### src/rtl/rom_byte_streamer.sv
// Purpose: turn 32-bit big-endian ROM file words into the paced byte-wide ioctl download stream.
// Latency: first ioctl_wr one cycle after a word is accepted; bytes WRITE_GAP cycles apart within a word.
// Backpressure: word_ready is high only while fetching, so at most one word is held; an idle source just stalls the stream.
//
// Ports:
//   clk, reset_n                  PPU-domain clock, asynchronous active-low reset
//   start, file_size              begin a transfer of file_size bytes (honoured only when idle)
//   word_valid, word_data         file words from the host bridge, first byte in [31:24]
//   word_ready                    a word is accepted this cycle when word_valid is also high
//   ioctl_download/wr/dout/addr   byte-serial download stream towards the core
//   busy, done                    transfer in progress / one-cycle completion pulse
module rom_byte_streamer #(
    parameter int WRITE_GAP   = 8,
    parameter int TAIL_CYCLES = 16
) (
    input  logic        clk,
    input  logic        reset_n,
    input  logic        start,
    input  logic [31:0] file_size,
    input  logic        word_valid,
    input  logic [31:0] word_data,
    output logic        word_ready,
    output logic        ioctl_download,
    output logic        ioctl_wr,
    output logic [7:0]  ioctl_dout,
    output logic [24:0] ioctl_addr,
    output logic        busy,
    output logic        done
);

    typedef enum logic [2:0] {
        S_IDLE  = 3'd0,
        S_FETCH = 3'd1,
        S_EMIT  = 3'd2,
        S_GAP   = 3'd3,
        S_TAIL  = 3'd4
    } state_t;

    localparam logic [31:0] GAP_RELOAD  = 32'(WRITE_GAP - 2);
    localparam logic [31:0] TAIL_RELOAD = 32'(TAIL_CYCLES - 1);

    state_t      state;
    state_t      state_nxt;
    logic [31:0] remaining;
    logic [24:0] addr;
    logic [2:0]  byte_idx;
    logic [31:0] word_q;
    logic [31:0] cnt;
    logic        cnt_zero;
    logic        done_q;
    logic [7:0]  byte_sel;

    assign cnt_zero = (cnt == 32'd0);

    // State register.
    always_ff @(posedge clk or negedge reset_n) begin
        if (!reset_n) begin
            state <= S_IDLE;
        end else begin
            state <= state_nxt;
        end
    end

    // Next-state and strobe outputs.
    always_comb begin
        state_nxt  = state;
        word_ready = 1'b0;
        ioctl_wr   = 1'b0;
        case (state)
            S_IDLE: begin
                if (start) begin
                    state_nxt = (file_size != 32'd0) ? S_FETCH : S_TAIL;
                end
            end
            S_FETCH: begin
                word_ready = 1'b1;
                if (word_valid) begin
                    state_nxt = S_EMIT;
                end
            end
            S_EMIT: begin
                ioctl_wr  = 1'b1;
                state_nxt = S_GAP;
            end
            S_GAP: begin
                // remaining has already been decremented for the byte just
                // emitted, so a zero here means the file is complete and no
                // further EMIT can underflow it.
                if (cnt_zero) begin
                    if (remaining == 32'd0) begin
                        state_nxt = S_TAIL;
                    end else if (byte_idx == 3'd4) begin
                        state_nxt = S_FETCH;
                    end else begin
                        state_nxt = S_EMIT;
                    end
                end
            end
            S_TAIL: begin
                if (cnt_zero) begin
                    state_nxt = S_IDLE;
                end
            end
            default: begin
                state_nxt = S_IDLE;
            end
        endcase
    end

    // Datapath: byte counter, address, word holding register and the shared
    // gap/tail down-counter.
    always_ff @(posedge clk or negedge reset_n) begin
        if (!reset_n) begin
            remaining <= 32'd0;
            addr      <= 25'd0;
            byte_idx  <= 3'd0;
            word_q    <= 32'd0;
            cnt       <= 32'd0;
            done_q    <= 1'b0;
        end else begin
            done_q <= 1'b0;
            case (state)
                S_IDLE: begin
                    if (start) begin
                        remaining <= file_size;
                        addr      <= 25'd0;
                        byte_idx  <= 3'd0;
                        // Only consumed when a zero-length file goes straight to TAIL.
                        cnt       <= TAIL_RELOAD;
                    end
                end
                S_FETCH: begin
                    if (word_valid) begin
                        word_q   <= word_data;
                        byte_idx <= 3'd0;
                    end
                end
                S_EMIT: begin
                    addr      <= addr + 25'd1;
                    remaining <= remaining - 32'd1;
                    byte_idx  <= byte_idx + 3'd1;
                    // GAP lasts WRITE_GAP-1 cycles, counting down to zero.
                    cnt       <= GAP_RELOAD;
                end
                S_GAP: begin
                    if (!cnt_zero) begin
                        cnt <= cnt - 32'd1;
                    end else if (remaining == 32'd0) begin
                        cnt <= TAIL_RELOAD;
                    end
                end
                S_TAIL: begin
                    if (!cnt_zero) begin
                        cnt <= cnt - 32'd1;
                    end else begin
                        // Registered so it coincides with ioctl_download falling.
                        done_q <= 1'b1;
                    end
                end
                default: begin
                    cnt <= 32'd0;
                end
            endcase
        end
    end

    // MSB-first byte selection from the held word.
    always_comb begin
        byte_sel = 8'h00;
        case (byte_idx[1:0])
            2'd0:    byte_sel = word_q[31:24];
            2'd1:    byte_sel = word_q[23:16];
            2'd2:    byte_sel = word_q[15:8];
            default: byte_sel = word_q[7:0];
        endcase
    end

    // Outputs decode from the state register, so reset clears them at once.
    assign ioctl_download = (state != S_IDLE);
    assign busy           = (state != S_IDLE);
    assign done           = done_q;
    assign ioctl_dout     = (state == S_EMIT) ? byte_sel : 8'h00;
    assign ioctl_addr     = (state == S_IDLE) ? 25'd0 : addr;

endmodule

### config.mk
export PLATFORM = sky130hd
export DESIGN_NAME = rom_byte_streamer
export DESIGN_NICKNAME = d
export VERILOG_FILES = /design/src/rtl/rom_byte_streamer.sv
export SDC_FILE = /design/constraint.sdc
export NUM_CORES = 1
export LEC_CHECK = 0
export CAP_MARGIN = 20
export CORE_ASPECT_RATIO = 1.4
export CORE_MARGIN = 5
export CORE_UTILIZATION = 53
export DETAILED_ROUTE_END_ITERATION = 16
export GPL_ROUTABILITY_DRIVEN = 0
export GPL_TIMING_DRIVEN = 0
export PLACE_DENSITY_LB_ADDON = 0.1
export SYNTH_ARGS = -nofsm -noshare
export SYNTH_HDL_FRONTEND = slang
export SYNTH_SLANG_ARGS = --single-unit
### constraint.sdc
create_clock -name clk -period 5.1 [get_ports clk]
set_input_delay 1.02 -clock clk [delete_from_list [all_inputs] [get_ports clk]]
set_output_delay 1.02 -clock clk [all_outputs]
set_load 0.01 [all_outputs]
# After elaboration in Yosys (flattened, before gate mapping)
# Index checks and enable logic that the tools add are counted.
# W data, S select, Z words.
[word_totals] mem_bits_ro=0 input_bits=68 wordCells=65 ram_bits=0 out_inout_bits=38 memories=0 reg_bits=128 latchBits=0
[classes] mul=0 bitwise_logic=1 n_reduce_logical=13 eq_ne=13 shifts=0 div=0 addsub=4 order_cmp=0 muxes=27
[ops] cell="$mux W32" n=5
[ops] cell="$pmux W32 S5" n=1
[ops] cell="$logic_not A32 Y1" n=2
[ops] cell="$pmux W32 S2" n=1
[ops] cell="$sub A32 B1 Y32 const B" n=2
[ops] cell="$mux W25" n=2
[ops] cell="$pmux W25 S2" n=1
[ops] cell="$reduce_bool A32 Y1" n=1
[ops] cell="$add A25 B1 Y25 const B" n=1
[ops] cell="$mux W3" n=8
[ops] cell="$pmux W8 S3" n=1
[ops] cell="$pmux W3 S5" n=1
[ops] cell="$ne A2 B2 Y1 const B" n=5
[ops] cell="$pmux W3 S3" n=1
[ops] cell="$mux W8" n=1
[ops] cell="$reduce_and A4 Y1" n=2
[ops] cell="$eq A3 B2 Y1 const B" n=2
[ops] cell="$eq A3 B3 Y1 const B" n=2
[ops] cell="$reduce_bool A3 Y1" n=2
[ops] cell="$mux W1" n=4
[ops] cell="$reduce_and A2 Y1" n=2
[ops] cell="$add A3 B1 Y3 const B" n=1
[ops] cell="$eq A3 B1 Y1 const B" n=1
[ops] cell="$logic_not A3 Y1" n=1
[ops] cell="other kinds (8)" n=8

# Logic depth before layout (Yosys ltp)
[logic_depth] ltp_word=5 mapped_depth=10

# Worst setup path before layout
# No wires, ideal clock.
[synth_path] path_kind="reg-to-reg" startpoint="reg cnt[0]" endpoint="reg cnt[13]" path_slack_ns=2.377 t_arrival_ns=2.597 stages_incl_launch_ff=11 setup_ns=0.126 path_buffers=2 path_cell_list="dfrtp_1 > inv_1 > ha_1 > nor3b_1 > nand4_1 > or4_1 > buf_2 > o21ai_1 > clkbuf_1 > nor2_1 > a221o_1"
[synth_via] elab_chain_len=3 elab_cells_between_ends=8 classes_between="1 x add/sub; 2 x eq/ne; 3 x mux; 2 x reduce/logical"
[synth_rtl] item="start, declared" line="48" text="logic [31:0] cnt;"
[synth_rtl] item="start signal, assigned" line="147" text="cnt <= cnt - 32'd1;"
[synth_rtl] item="start signal, assigned" line="154" text="cnt <= cnt - 32'd1;"
[synth_rtl] item="$sub A32 B1 Y32 or $logic_not A32 Y1 (tied branches)" line="147, 154, 53"
[synth_rtl] item="$mux W32 (tied with other cells)" line="153" text="if (!cnt_zero) begin"
[synth_rtl] item="$pmux W32 S5 or $reduce_and A4 Y1 (tied branches)"
# Several ways; a longest one is shown, not always the timed one. The select of a mux whose other input is x is not followed.
# A chain may end at the register's enable or synchronous reset.

# Final worst setup path
[layout_path] startpoint="reg state[0]" endpoint="out ioctl_wr"
[layout_via] elab_chain_len=2
[layout_rtl] item="start, declared" line="42" text="state_t state;"
[layout_rtl] item="start signal, assigned" line="60" text="state <= state_nxt;"
[layout_rtl] item="$eq A3 B2 Y1" line="69" text="case (state)"
[layout_rtl] item="$mux W1" line="69"
[layout_rtl] item="end, declared" line="24" text="output logic ioctl_wr,"
# Every way passes these cells.

==> flow_metrics.tcl <==
set metrics [dict create \
    outcome "completed" \
    start_util 0.5394 \
    reg2reg_from "cnt[0]" \
    grt_usage 0.2672 \
    ir_drop_uv 343.2 \
    finalCritPeriodShare 0.8927 \
    diodes 0 \
    cts_root_buf "clkbuf_16" \
    cellLeakagePower_uw 0.003662 \
    grt_max_degree 78 \
    ioPinCount 106 \
    crit_path_frequent_cell "clkbuf_1" \
    postLayoutCellArea_um2 9090 \
    avgSynthCellArea_um2 8.809 \
    synth_area_um2 7188 \
    post-route-util 0.6822 \
    min_period_ps 4553 \
    tightest_slew_ps 971.7 \
    grt_overflow_total 0 \
    cts_buffers 17 \
    ff2ff_path_depth 10 \
    drv_slew 0 \
    htreeDepth 4 \
    die_w_um 108.4 \
    dieHeight_um 147.8 \
    clock-sinks 128 \
    max_cap_violations 0 \
    clkTransAtPathRegs_ps 60 \
    cts_buffer_depth 2 \
    cts-resized-gates 0 \
    critPathRequiredTime_ps 4080 \
    hold_viol 0 \
    p_total_uw 5134 \
    arrival_ps 3530 \
    cp.depth 7 \
    finalSetupViolCount 0 \
    postRouteAntennaNets 0 \
    timing.slew.headroom 0.3462 \
    crit_path_max_fanout 10 \
    regToRegEndpoint "cnt[15]" \
    avgRoutedWirePerCell_um 18.34 \
    ctsHoldBuffers 0 \
    post_dp_cell_area_um2 8486 \
    hold_depth 1 \
    dp_hpwl_mm 14.78 \
    r2r_setup_slack_ps 1540 \
    grt_first_pass_wirelength_mm 34.38 \
    drc 0 \
    ys_types 62 \
    synth_warnings 0 \
    rsz0062_at_grt "false" \
    ys_seq_area_frac 0.4456 \
    path_cells "clkbuf_1 > nor2_1 > nand2_1 > inv_1 > clkbuf_1 > buf_1 > clkdlybuf4s50_1" \
    worst-path-buf-inv 5 \
    synthCells 816 \
    first_pass_iters 5 \
    power_density_nw_per_um2 564.8 \
    grt_pass1_vias 7113 \
    core_area_um2 13330 \
    dominantRegCellSynth "dfrtp_1" \
    slowest_stage "clkdlybuf4s50_1" \
    vias_per_cell 6.180 \
    postCtsSetupRepairBufs 0 \
    portBuffers 104 \
    cp-end-kind "output pin" \
    cp-start-kind "flip-flop" \
    drive_gt1_frac 0.08814 \
    ys_async_sr_fraction 1.000 \
    dr.first_iter.drc_count 543 \
    antenna_found_initial 0 \
    syn_to_final_growth_pct 26.46 \
    hold_class "flip-flop to flip-flop" \
    cts_tree "done" \
    synth_edf_count 0 \
    worst-setup-path-type "flip-flop to output pin" \
    fin_nets 1017 \
    clock_latency_ps 430 \
    syn-num-nets 893 \
    hold_end "addr[24]" \
    slowest_delay_ps 670 \
    timing.hold.ws_ps 476.0 \
    max_freq_mhz 219.6 \
    wirelength_mm 20.81 \
    vias 7014 \
    hold_start "addr[24]" \
    crit_family "buffers and inverters" \
    die_area_um2 16020 \
    ys_ff_latch 128 \
    finClkSkew_ps 5.641 \
    core.rowCount 50 \
]
per-layer routing:
metal  vias to the layer above  routed length [µm]  global-route usage
met5                         -                   0                   0
met4                         0                 670              0.1118
met3                        62                1312             0.05417
met2                       322               10660              0.4527
met1                      3367                8171              0.3286
li1                       3263                   -                   -
worst reg2reg max path: stages, from the launching register on:
cell,delay [ps]
dfrtp_1,430
inv_1,100
ha_1,190
nor3b_1,490
nand4_1,330
or4_1,570
buf_2,200
o21ai_1,230
clkbuf_1,450
nor2_1,140
a221o_1,310
sequential cells by signal (all words and copies together) (netlist names):
name and count:
state 3, done 1, byte_idx 3, remaining 32, addr 25, cnt 32
word_q 32
Yosys cell counts (7+ instances only):
cell type | instances | area (µm²)
a222oi_1 | 8 | 80.08
a21oi_1 | 49 | 245.2
or3_1 | 13 | 81.33
nor3_1 | 24 | 120.1
o31ai_1 | 13 | 97.59
a21o_1 | 7 | 52.55
a211oi_1 | 10 | 75.07
nand3_1 | 41 | 205.2
buf_1 | 7 | 26.28
dfrtp_1 | 128 | 3203
nor2b_1 | 28 | 175.2
nand2_1 | 88 | 330.3
mux2_2 | 32 | 360.4
or4_1 | 11 | 82.58
nand4_1 | 18 | 112.6
ha_1 | 9 | 112.6
inv_1 | 20 | 75.07
clkbuf_1 | 34 | 127.6
o211ai_1 | 15 | 112.6
o21ai_0 | 56 | 280.3
nor4_1 | 23 | 143.9
nor2_1 | 87 | 326.6
a31oi_1 | 8 | 50.05
where the power goes:
| group | internal [µW] | leakage, µW | switching (µW) |
|---|---|---|---|
| Clock | 782 | 0.000297 | 471 |
| Sequential | 1370 | 0.00160 | 340 |
| Combinational | 904 | 0.00177 | 1260 |
| Total | 3060 | 0.00366 | 2080 |
cell families (layout without fill, tap and decap cells):
logic type               after synthesis  count (layout)  share of synthesized area
adder cells (fa/ha/maj)                9               9                    0.01567
multiplexers                          37              37                    0.05709
AND/OR/NAND/NOR                      365             365                     0.2531
XOR/XNOR                               2               2                   0.002437
AO/OA/AOI/OAI                        210             210                     0.1911
buffers and inverters                 65             202                    0.03499
flip-flops                           128             128                     0.4456
area by class of cell:
cell class              count  area (µm²)
plain buffers              45       176.4
flip-flops and latches    128        3203
multi-input cells         623        3734
inverters                  20       75.07
clock buffers              19       442.9
well taps                 182       227.7
clock inverters            13       161.4
repair buffers            105        1070
fillers                  1098        4235
layout by cell type (no fill, tap or decap), types with 18 or more instances in the layout:
master	instances
nor4_1	23
mux2_2	32
dfrtp_1	128
o21ai_0	56
a21oi_1	49
nand4_1	18
nor2b_1	28
nor2_1	87
inv_1	20
nand3_1	41
nand2_1	88
clkdlybuf4s50_1	103
clkbuf_1	35
nor3_1	24
stage by stage:
| stage | setup slack, ps | setup TNS (ps) | cells |
|---|---|---|---|
| after global placement | -2081 | -265120 | 1102 |
| after CTS | 590.3 | 0 | 1135 |
| final | 547.2 | 0 | 1135 |
| after detailed placement | 1059 | 0 | 1103 |
| after global routing | 392.8 | 0 | 1135 |
| after floorplan | 2377 | 0 | 816 |
worst max path at each step:
stage / startpoint / endpoint
after global placement: reset_n / remaining[18]
after floorplan: cnt[0] / cnt[13]
after detailed placement: state[0] / ioctl_wr
after CTS: state[0] / ioctl_wr
final: state[0] / ioctl_wr
after global routing: state[0] / ioctl_wr
No activity file was read; power rests on OpenSTA's default activity.
